`src/rtl/truth_table_sweeper.sv`:
```
// truth_table_sweeper
//   Characterizes a 3-input / 1-output combinational circuit. It walks the
//   eight input rows 000..111 on {in1,in2,in3} and holds each row for SETTLE
//   cycles. At the end of each row it samples dut_out into table_out[7-row],
//   so row 000 lands in the MSB. When the last row has been sampled, it
//   compares the assembled code with the expected code that was latched at
//   start.
//
// Ports
//   clk, rst_n      clock, asynchronous active-low reset
//   start, abort    sweep request (taken in IDLE only), cancel (taken in SETTLE only)
//   expected[7:0]   expected truth-table code, latched when start is accepted
//   in1..in3        row drive to the CUT; in1 is the row MSB
//   dut_out         CUT output
//   busy, done      sweep in progress; one-cycle completion pulse
//   table_out[7:0]  captured code, held until the next accepted start
//   match           table_out == latched expected code, valid from done on
//
// Optional feature (macro TT_SWEEP_SYNC_EN)
//   When defined, dut_out passes through a two-flop synchronizer before it is
//   sampled. The sampled value then lags the CUT by two cycles, which is why
//   SETTLE must be at least 3.
module truth_table_sweeper #(
    parameter int SETTLE = 4,
    parameter int CNT_W  = 8
) (
    input  logic       clk,
    input  logic       rst_n,
    input  logic       start,
    input  logic       abort,
    input  logic [7:0] expected,
    output logic       in1,
    output logic       in2,
    output logic       in3,
    input  logic       dut_out,
    output logic       busy,
    output logic       done,
    output logic [7:0] table_out,
    output logic       match
);

    typedef enum logic [1:0] {S_IDLE, S_SETTLE, S_DONE} state_t;

    localparam logic [CNT_W-1:0] LAST = CNT_W'(SETTLE - 1);

    state_t           state_q, state_d;
    logic [2:0]       row_q, row_d;
    logic [CNT_W-1:0] cnt_q, cnt_d;
    logic [7:0]       table_q, table_d;
    logic [7:0]       exp_q, exp_d;
    logic             match_q, match_d;
    logic             busy_q, busy_d;
    logic             done_q, done_d;
    logic [2:0]       drv_q, drv_d;
    logic             sample_bit;
    logic             last_sample;

    if (SETTLE < 1 || SETTLE > 255) begin : g_settle_range
        $error("truth_table_sweeper: SETTLE must be in 1..255");
    end
    if ((2 ** CNT_W) <= SETTLE) begin : g_cnt_w
        $error("truth_table_sweeper: CNT_W too narrow for SETTLE");
    end

`ifdef TT_SWEEP_SYNC_EN
    logic sync1_q, sync2_q;

    if (SETTLE < 3) begin : g_sync_settle
        $error("truth_table_sweeper: SETTLE must be >= 3 with the input synchronizer");
    end

    always_ff @(posedge clk or negedge rst_n) begin
        if (!rst_n) begin
            sync1_q <= 1'b0;
            sync2_q <= 1'b0;
        end else begin
            sync1_q <= dut_out;
            sync2_q <= sync1_q;
        end
    end
    assign sample_bit = sync2_q;
`else
    assign sample_bit = dut_out;
`endif

    assign last_sample = (cnt_q == LAST);

    // State register
    always_ff @(posedge clk or negedge rst_n) begin
        if (!rst_n) state_q <= S_IDLE;
        else        state_q <= state_d;
    end

    // Next-state logic; abort wins over start and over the last sample
    always_comb begin
        state_d = state_q;
        case (state_q)
            S_IDLE:   if (start && !abort) state_d = S_SETTLE;
            S_SETTLE: begin
                if (abort)                          state_d = S_IDLE;
                else if (last_sample && row_q == 3'd7) state_d = S_DONE;
            end
            S_DONE:   state_d = S_IDLE;
            default:  state_d = S_IDLE;
        endcase
    end

    // Datapath / output next values. Every output is a flop, so each
    // output's next value is derived from state_d.
    always_comb begin
        row_d   = row_q;
        cnt_d   = cnt_q;
        table_d = table_q;
        exp_d   = exp_q;
        match_d = match_q;
        case (state_q)
            S_IDLE: begin
                if (start && !abort) begin
                    exp_d   = expected;
                    table_d = 8'h00;
                    match_d = 1'b0;
                    row_d   = 3'd0;
                    cnt_d   = '0;
                end
            end
            S_SETTLE: begin
                if (abort) begin
                    row_d   = 3'd0;
                    cnt_d   = '0;
                    match_d = 1'b0;
                end else if (last_sample) begin
                    table_d[3'd7 - row_q] = sample_bit;
                    cnt_d = '0;
                    if (row_q == 3'd7) begin
                        row_d   = 3'd0;
                        // table_d already holds the final bit here
                        match_d = (table_d == exp_q);
                    end else begin
                        row_d = row_q + 3'd1;
                    end
                end else begin
                    cnt_d = cnt_q + CNT_W'(1);
                end
            end
            default: ;
        endcase
        busy_d = (state_d == S_SETTLE);
        done_d = (state_d == S_DONE);
        drv_d  = (state_d == S_SETTLE) ? row_d : 3'd0;
    end

    always_ff @(posedge clk or negedge rst_n) begin
        if (!rst_n) begin
            row_q   <= 3'd0;
            cnt_q   <= '0;
            table_q <= 8'h00;
            exp_q   <= 8'h00;
            match_q <= 1'b0;
            busy_q  <= 1'b0;
            done_q  <= 1'b0;
            drv_q   <= 3'd0;
        end else begin
            row_q   <= row_d;
            cnt_q   <= cnt_d;
            table_q <= table_d;
            exp_q   <= exp_d;
            match_q <= match_d;
            busy_q  <= busy_d;
            done_q  <= done_d;
            drv_q   <= drv_d;
        end
    end

    assign {in1, in2, in3} = drv_q;
    assign busy      = busy_q;
    assign done      = done_q;
    assign table_out = table_q;
    assign match     = match_q;

endmodule

```
`config.mk`:
```
export PLATFORM = sky130hd
export DESIGN_NAME = truth_table_sweeper
export DESIGN_NICKNAME = d
export VERILOG_FILES = /design/src/rtl/truth_table_sweeper.sv
export SDC_FILE = /design/constraint.sdc
export NUM_CORES = 1
export LEC_CHECK = 0
export ABC_AREA = 1
export ABC_CLOCK_PERIOD_IN_PS = 1400
export BUFFER_PORTS_ARGS = -buffer_cell sky130_fd_sc_hd__buf_2
export CORE_UTILIZATION = 37
export DETAILED_ROUTE_END_ITERATION = 8
export SLEW_MARGIN = 20
export SYNTH_ARGS = -nofsm -noshare
export SYNTH_HDL_FRONTEND = slang
export SYNTH_SLANG_ARGS = --single-unit
```
`constraint.sdc`:
```
create_clock -name clk -period 1.4 [get_ports clk]
set_input_delay 0.21 -clock clk [delete_from_list [all_inputs] [get_ports clk]]
set_output_delay 0.21 -clock clk [all_outputs]
set_load 0.005 [all_outputs]
```
==> out/qor.csv, run 1 <==
metric,value,unit
Clock Skews,6.82,ps
final cell count without fillers,410,
max-capacitance violation count,0,
register share of total power,36.3,%
Post-Synthesis Net Count,273,
switching component of the power,1330,µW
Final Total Pwr,3560,µW
IR Drop Worst-Case VDD,0.567,mV
measured slew at the worst slew-check pin,459,ps
Mapped Area,1990,µm²
Crit Path Max Fanout,7,
count of standard-cell rows,26,
Sw Share,37.4,%
status,"complete, but fails checks",
Crit path largest cell delay,390,ps
TritonCTS clock tree,done,
leakage power summed over all cells,0.00145,µW
series of cell instances along the critical path,ha_4 > buf_6 > nand4_1 > nor3_4 > nand2_4 > o21ai_1 > o21ai_1 > inv_1,
post-CTS clock slew at the launch and capture registers of the worst setup and hold paths,80,ps
worst path arrival time,1670,ps
kind of cell with the highest combined delay on the critical path,simple AND/OR/NAND/NOR gates,
FMAX,0.701,GHz
unrepaired setup endpoints after global routing,true,
ratio of final minimum period to clock period,102,%
number of register bits inferred by synthesis,35,
cell depth of the worst hold path,3,
post-DR vias/cell,4.94,
count of flip-flops with a built-in enable after synthesis,0,
root cell of the clock tree,clkbuf_8,
DRT iter0 DRCs,94,
reg2reg start,cnt_q[1],
number of cells in the design after placement,392,
register-to-register setup slack,-30,ps
core area,5140,µm²
power density over the cells,1230,nW/µm²
CP endpoint kind,flip-flop,
Final Routed Wirelength,5320,µm
n_diodes,0,
TritonCTS Sinks,35,
placed wire-length estimate after detailed placement,3870,µm
via count of the first global-routing pass,1786,
number of I/O port buffers,26,
first element of the critical path,cnt_q[1],
DR pass1 iterations,4,
# H-tree levels,2,
number of library cell types mapped by synthesis,30,
critical hold path startpoint,expected[1],
critical path startpoint category,flip-flop,
worst flop-to-flop path endpoint,row_q[0],
overflow left after global routing,0,
Internal Dissipation,2230,µW
share of cells above drive strength 1,41.5,%
layout net count,355,
Die Outline Area,5690,µm²
clock network fraction of design power,20.3,%
first-pass GRT wire length,8340,µm
# DRC,0,
buffers and inverters on the worst path,2,
most frequently used flop master after synthesis,dfrtp_1,
crit-path most repeated cell,o21ai_1,
total count of hold-check failures in the final report,0,
"commonest cells after routing, fill and taps aside","nand2_1, buf_4, dfrtp_1",
overall fraction of global-route tracks in use,20.3,%
initial antenna violation count,0,
instance count of the mapped netlist,257,
violated checks,setup timing,
worst slew margin relative to its limit,69.4,%
Hold WC Path Type,primary input to flip-flop,
fin worst setup slack,-27.1,ps
Via Count,2024,
mean area per synthesized cell,7.76,µm²
number of setup violations in the final report,3,
number of CTS-inserted buffers,5,
proportion of synthesized flip-flops having asynchronous set or reset,100,%
number of warnings issued by yosys,0,
critical setup path kind,flip-flop to flip-flop,
Max Slew Vio Count,0,
largest buffer count on any clock path,2,
insertion delay of the later-clocked pin in the worst-skew pair,290,ps
share of the core filled with cells,56.5,%
final period demand of the worst path,1430,ps
part of the power in combinational logic,43.4,%
y dimension of the die,75.4,µm
post-route ant nets,0,
end of the worst hold path,exp_q[1],
FF-to-FF path depth,8,
Critical Path RT,1640,ps
starting utilization of the core area,38.8,%
master of the slowest instance on the critical path,dfrtp_1,
routed length per placed instance,13.0,µm
maximum number of pins on one net before global-route repair,19,
post-synthesis sequential area ratio,43.9,%
most frequent standard cell in the layout excluding fill and tap cells,nand2_1,
Ports,27,
RD Place Congestion,0.889,
horizontal die dimension,75.4,µm
layout overhead on the synthesized area,45.6,%
-- worst max-delay path by stage --
stage / end / slack [ps] / depth (start not counted)
global placement: table_out[5] / -60 / 8
CTS: match / 3 / 10
floorplan: table_out[0] / 8 / 8
finish: row_q[0] / -30 / 8
detailed placement: table_out[5] / -100 / 8
global route: row_q[0] / -130 / 8
-- through the flow --
stage	instance area, µm²	worst slack [ps]	TNS, ps	hold WS [ps]
floorplan	2010	7.60	0	-85.6
global placement	2540	-63.8	-297	183
detailed placement	2540	-101	-473	189
CTS	2740	2.63	0	113
global route	2900	-133	-1240	121
finish	2900	-27.1	-38.6	120
-- cell usage after synthesis, types with 2 or more instances --
library cell,count,area (µm²)
nand2_1,60,225
dfrtp_1,35,876
nand3_1,35,175
inv_1,33,124
o21ai_0,17,85.1
nand4_1,16,100
nor2_1,14,52.6
buf_4,4,30.0
inv_2,4,15.0
nand2_2,4,25.0
o22ai_1,4,25.0
a21oi_1,3,15.0
ha_1,3,37.5
nor3_1,3,15.0
o21ai_1,3,15.0
a31oi_1,2,12.5
buf_2,2,10.0
nand3_2,2,20.0
o31ai_1,2,15.0
-- worst reg2reg max path: stages (launching register included) --
cell and delay (ps):
dfrtp_1 390, ha_4 180, buf_6 100, nand4_1 140
nor3_4 210, nand2_4 120, o21ai_1 120, o21ai_1 70
inv_1 50
-- routing by layer --
metal	track usage, %	vias to the layer above	share of wire, %
met1	29.2	940	49
met2	30.2	44	45
met5	0	-	0
met3	4.76	10	3.9
li1	-	1030	-
met4	6.58	0	2.0
-- state kept, by name, indices dropped and copies added, names as in the netlist --
signal and count:
busy 1, cnt_q 8, match 1, state_q 2, exp_q 8, table_out 8, drv_q 3, done 1
row_q 3
-- what timing repair did --
item	CTS	global route
endpoints found under the hold margin	17	0
setup endpoints to repair	13	21
pin swaps	11	13
resized for setup	24	39
setup buffers	4	5
hold buffers	1	0
-- layout make-up --
cell class | count | area (µm²)
clock buffers | 5 | 68.8
repair buffers | 82 | 612
multi-input cells | 178 | 1100
clock inverters | 3 | 15.0
fillers | 501 | 2240
flip-flops and latches | 35 | 877
inverters | 37 | 141
well taps | 70 | 87.6
-- power groups by stage --
stage / registers (µW) / logic, µW / clock network (µW)
CTS: 1290 / 1380 / 745
global placement: 1310 / 1270 / 0
detailed placement: 1310 / 1280 / 0
finish: 1290 / 1550 / 724
global route: 1320 / 1710 / 797
floorplan: 1310 / 731 / 0
-- cell families (layout without fill, tap and decap cells) --
family / after synthesis / in the layout / synth area share [%]
AO/OA/AOI/OAI: 35 / 35 / 10.4
adder cells (fa/ha/maj): 3 / 3 / 1.88
buffers and inverters: 44 / 127 / 9.54
flip-flops: 35 / 35 / 43.9
AND/OR/NAND/NOR: 139 / 139 / 33.8
multiplexers: 1 / 1 / 0.502
No activity file was read; power rests on OpenSTA's default activity.
==> inputs of run 2 (changes only) <==
--- a/config.mk
+++ b/config.mk
@@ -5,11 +5,11 @@
 export SDC_FILE = /design/constraint.sdc
 export NUM_CORES = 1
 export LEC_CHECK = 0
-export ABC_AREA = 1
 export ABC_CLOCK_PERIOD_IN_PS = 1400
 export BUFFER_PORTS_ARGS = -buffer_cell sky130_fd_sc_hd__buf_2
 export CORE_UTILIZATION = 37
 export DETAILED_ROUTE_END_ITERATION = 8
+export PLACE_DENSITY = 0.68
 export SLEW_MARGIN = 20
 export SYNTH_ARGS = -nofsm -noshare
 export SYNTH_HDL_FRONTEND = slang
==> run 2 against run 1 <==
  * The run still ends with setup timing left
  * Power is 31% lower
  * Clock skew fell by 0.75 ps
  * First-iteration DRC count up 22%
  * Wire length grew 3.2%
  * Hold slack improved by 17 ps
  * Clock-buffer cell count grew 3
  * Register-to-register slack got worse by 560 ps
  * Sequential share of layout area about the same
  * Cell count is 12% lower
  * Sequential power is 12% lower
  * Critical path type unchanged
  * Critical endpoint is now drv_q[1]
  * Largest cell class unchanged
  * Highest routed layer unchanged
==> out/qor.csv, run 2 <==
metric,value,unit,change
RD Place Congestion,0.833,,-6.3%
placed wire-length estimate after detailed placement,3850,µm,-0.61%
met1 capacity usage during global routing,27.8,%,-1.4 points
worst flop-to-flop path endpoint,drv_q[1],,
Final Routed Wirelength,5490,µm,+3.2%
compound-cell area share of the yosys netlist,17.2,%,+6.8 points
area taken by multi-input logic gates,1150,µm²,+4.5%
insertion delay of the later-clocked pin in the worst-skew pair,290,ps,about the same
critical setup path kind,flip-flop to flip-flop,,
largest buffer count on any clock path,2,,unchanged
TritonCTS clock tree,done,,
ranking of synthesized cells by area,"dfrtp_1, o21ai_0, mux2_2, mux2i_1, nor2_1",,
status,"complete, but fails checks",,
most frequently used flop master after synthesis,dfrtp_1,,
Setup TNS,-11630,ps,-11590 ps
horizontal die dimension,75.2,µm,-0.30%
Final Total Pwr,2460,µW,-31%
maximum number of pins on one net before global-route repair,20,,+1
power density over the cells,848,nW/µm²,-31%
CP endpoint,drv_q[1],,
number of setup violations in the final report,32,,+29
TritonCTS Sinks,35,,unchanged
dpl cell area,2670,µm²,+5.1%
number of I/O port buffers,26,,unchanged
layout net count,305,,-14%
met3 track demand over resource,3.35,%,-1.4 points
dominant combinational cell family by area after synthesis,simple AND/OR/NAND/NOR gates,,
Ports,27,,unchanged
worst slack at placement,-616,ps,-515 ps
total of fill cells in the finished design,468,,-6.6%
Clock Skews,6.06,ps,-0.754 ps
y dimension of the die,75.2,µm,-0.30%
overflow left after global routing,0,,unchanged
# DRC,0,,unchanged
cell accounting for the most synthesized area,dfrtp_1,,
GR Util met2,35.0,%,+4.9 points
Max Slew Vio Count,0,,unchanged
number of register bits inferred by synthesis,35,,unchanged
measured slew at the worst slew-check pin,462,ps,+3.32 ps
worst path arrival time,2200,ps,+530 ps
violated checks,setup timing,,
first-pass GRT wire length,8670,µm,+4.0%
DR pass1 iterations,4,,unchanged
share of cells above drive strength 1,44.5,%,+3.0 points
overall fraction of global-route tracks in use,21.0,%,+0.65 points
Post-Synth XOR/XNOR Area,2.21,%,+2.2 points
reg2reg start,cnt_q[7],,
ratio of final minimum period to clock period,142,%,+40 points
FMAX,0.504,GHz,-28%
core area,5140,µm²,unchanged
via count of the first global-routing pass,1788,,+0.11%
multiplexer fraction of the synthesized cell area,7.58,%,+7.1 points
post-DR vias/cell,5.30,,+7.3%
routed length per placed instance,15.3,µm,+18%
max-capacitance violation count,0,,unchanged
hold_ws,138,ps,+17.2 ps
Mapped Area,1980,µm²,-0.63%
CP endpoint kind,flip-flop,,
DRT iter0 DRCs,115,,+22%
unrepaired setup endpoints after global routing,true,,
post-synthesis sequential area ratio,44.2,%,+0.28 points
FF-to-FF path depth,6,,-2
register-to-register setup slack,-590,ps,-560 ps
n_diodes,0,,unchanged
final period demand of the worst path,1990,ps,+559 ps
share of the synthesized area in the top cell type,44.2,%,+0.28 points
post-CTS clock slew at the launch and capture registers of the worst setup and hold paths,70,ps,about the same
fin worst setup slack,-586,ps,-559 ps
count of standard-cell rows,26,,unchanged
initial antenna violation count,0,,unchanged
leakage power summed over all cells,0.00140,µW,-3.4%
starting utilization of the core area,38.6,%,-0.24 points
"commonest cells after routing, fill and taps aside","buf_4, dfrtp_1, buf_2",,
Via Count,1907,,-5.8%
count of flip-flops with a built-in enable after synthesis,0,,unchanged
layout overhead on the synthesized area,46.3,%,
number of CTS-inserted buffers,5,,unchanged
most frequent standard cell in the layout excluding fill and tap cells,buf_4,,
cell types with the highest counts after synthesis,"dfrtp_1, o21ai_0, nor2_1",,
first element of the critical path,cnt_q[7],,
number of warnings issued by yosys,0,,unchanged
cell depth of the worst hold path,3,,unchanged
root cell of the clock tree,clkbuf_8,,
Hold WC Path Type,primary input to flip-flop,,
proportion of synthesized flip-flops having asynchronous set or reset,100,%,unchanged
total count of hold-check failures in the final report,0,,unchanged
worst slew margin relative to its limit,69.1,%,-0.30 points
Crit Path Max Fanout,4,,-3
IR Drop Worst-Case VDD,0.353,mV,-38%
cell area after layout,2900,µm²,-0.13%
instance count of the mapped netlist,200,,-22%
Die Outline Area,5650,µm²,-0.61%
synthesized-area fraction occupied by adder cells,1.89,%,+0.012 points
most repeated cell in the gate-level netlist after synthesis,dfrtp_1,,
simple-gate portion of the synthesized area,23.6,%,-10 points
critical path startpoint category,flip-flop,,
post-route ant nets,0,,unchanged
global-route layer with the greatest usage,met2,,
number of library cell types mapped by synthesis,50,,+67%
# H-tree levels,2,,unchanged
Post-Synthesis Net Count,216,,-21%
Critical Path RT,1620,ps,-20 ps
mean area per synthesized cell,9.91,µm²,+28%
area occupied by registers,877,µm²,unchanged
[run 2: cell count changes after synthesis, sizes merged, moves of 6 or more]
cell,delta
mux2,+8
clkbuf,+8
nand4,-14
inv,-34
nand3,-29
nand2,-54
buf,-6
nor3b,+7
o21ai,+9
[run 2: metal layers]
layer | part of all wire [%] | vias up
met5 | 0 | -
met4 | 2.0 | 0
li1 | - | 916
met3 | 3.3 | 10
met1 | 46 | 934
met2 | 48 | 47
[run 2: how the worst min path moves through the flow]
stage / endpoint / startpoint
floorplan: busy / rst_n
global placement: cnt_q[3] / rst_n
detailed placement: cnt_q[3] / rst_n
CTS: exp_q[3] / expected[3]
global route: exp_q[3] / expected[3]
finish: exp_q[3] / expected[3]
[run 2: kinds of logic after synthesis]
group           after synthesis
compound gates               53
xor+xnor                      5
fa+ha+maj                     3
buf+inv                      12
flops                        35
mux                          14
simple gates                 78
[run 2: cell type report]
type / count / area share, %
Timing Repair Buffer: 91 / 23.2
Multi-Input combinational cell: 153 / 39.7
Sequential cell: 35 / 30.2
Tap cell: 70 / 3.02
Clock buffer: 8 / 3.45
Inverter: 3 / 0.388
[run 2: repair_timing]
action                     CTS  global route
setup endpoints to repair   32            33
cloned                       1             0
pin swaps                   10             7
gates resized for setup     22            14
hold buffers                 1             0
hold endpoints to repair    16             0
buffers inserted             2             0
[run 2: through the flow]
step	cells	utilization (%)
after floorplan	200	-
after global placement	348	52.0
after detailed placement	348	52.0
after CTS	360	55.4
after global routing	360	56.4
final	360	56.4
[run 2: critical path: stages (launching register included)]
cell and delay (ps):
dfrtp_1 380, or4_4 570, buf_6 150, nor3_1 170
buf_4 190, mux2_2 340, nor2_1 100
[run 2: power by group]
part | leakage (µW) | switching, µW | internal, µW
combinational | 0.000885 | 216 | 280
sequential | 0.000465 | 63.1 | 1070
clock | 0.0000515 | 376 | 449
total | 0.00140 | 655 | 1800
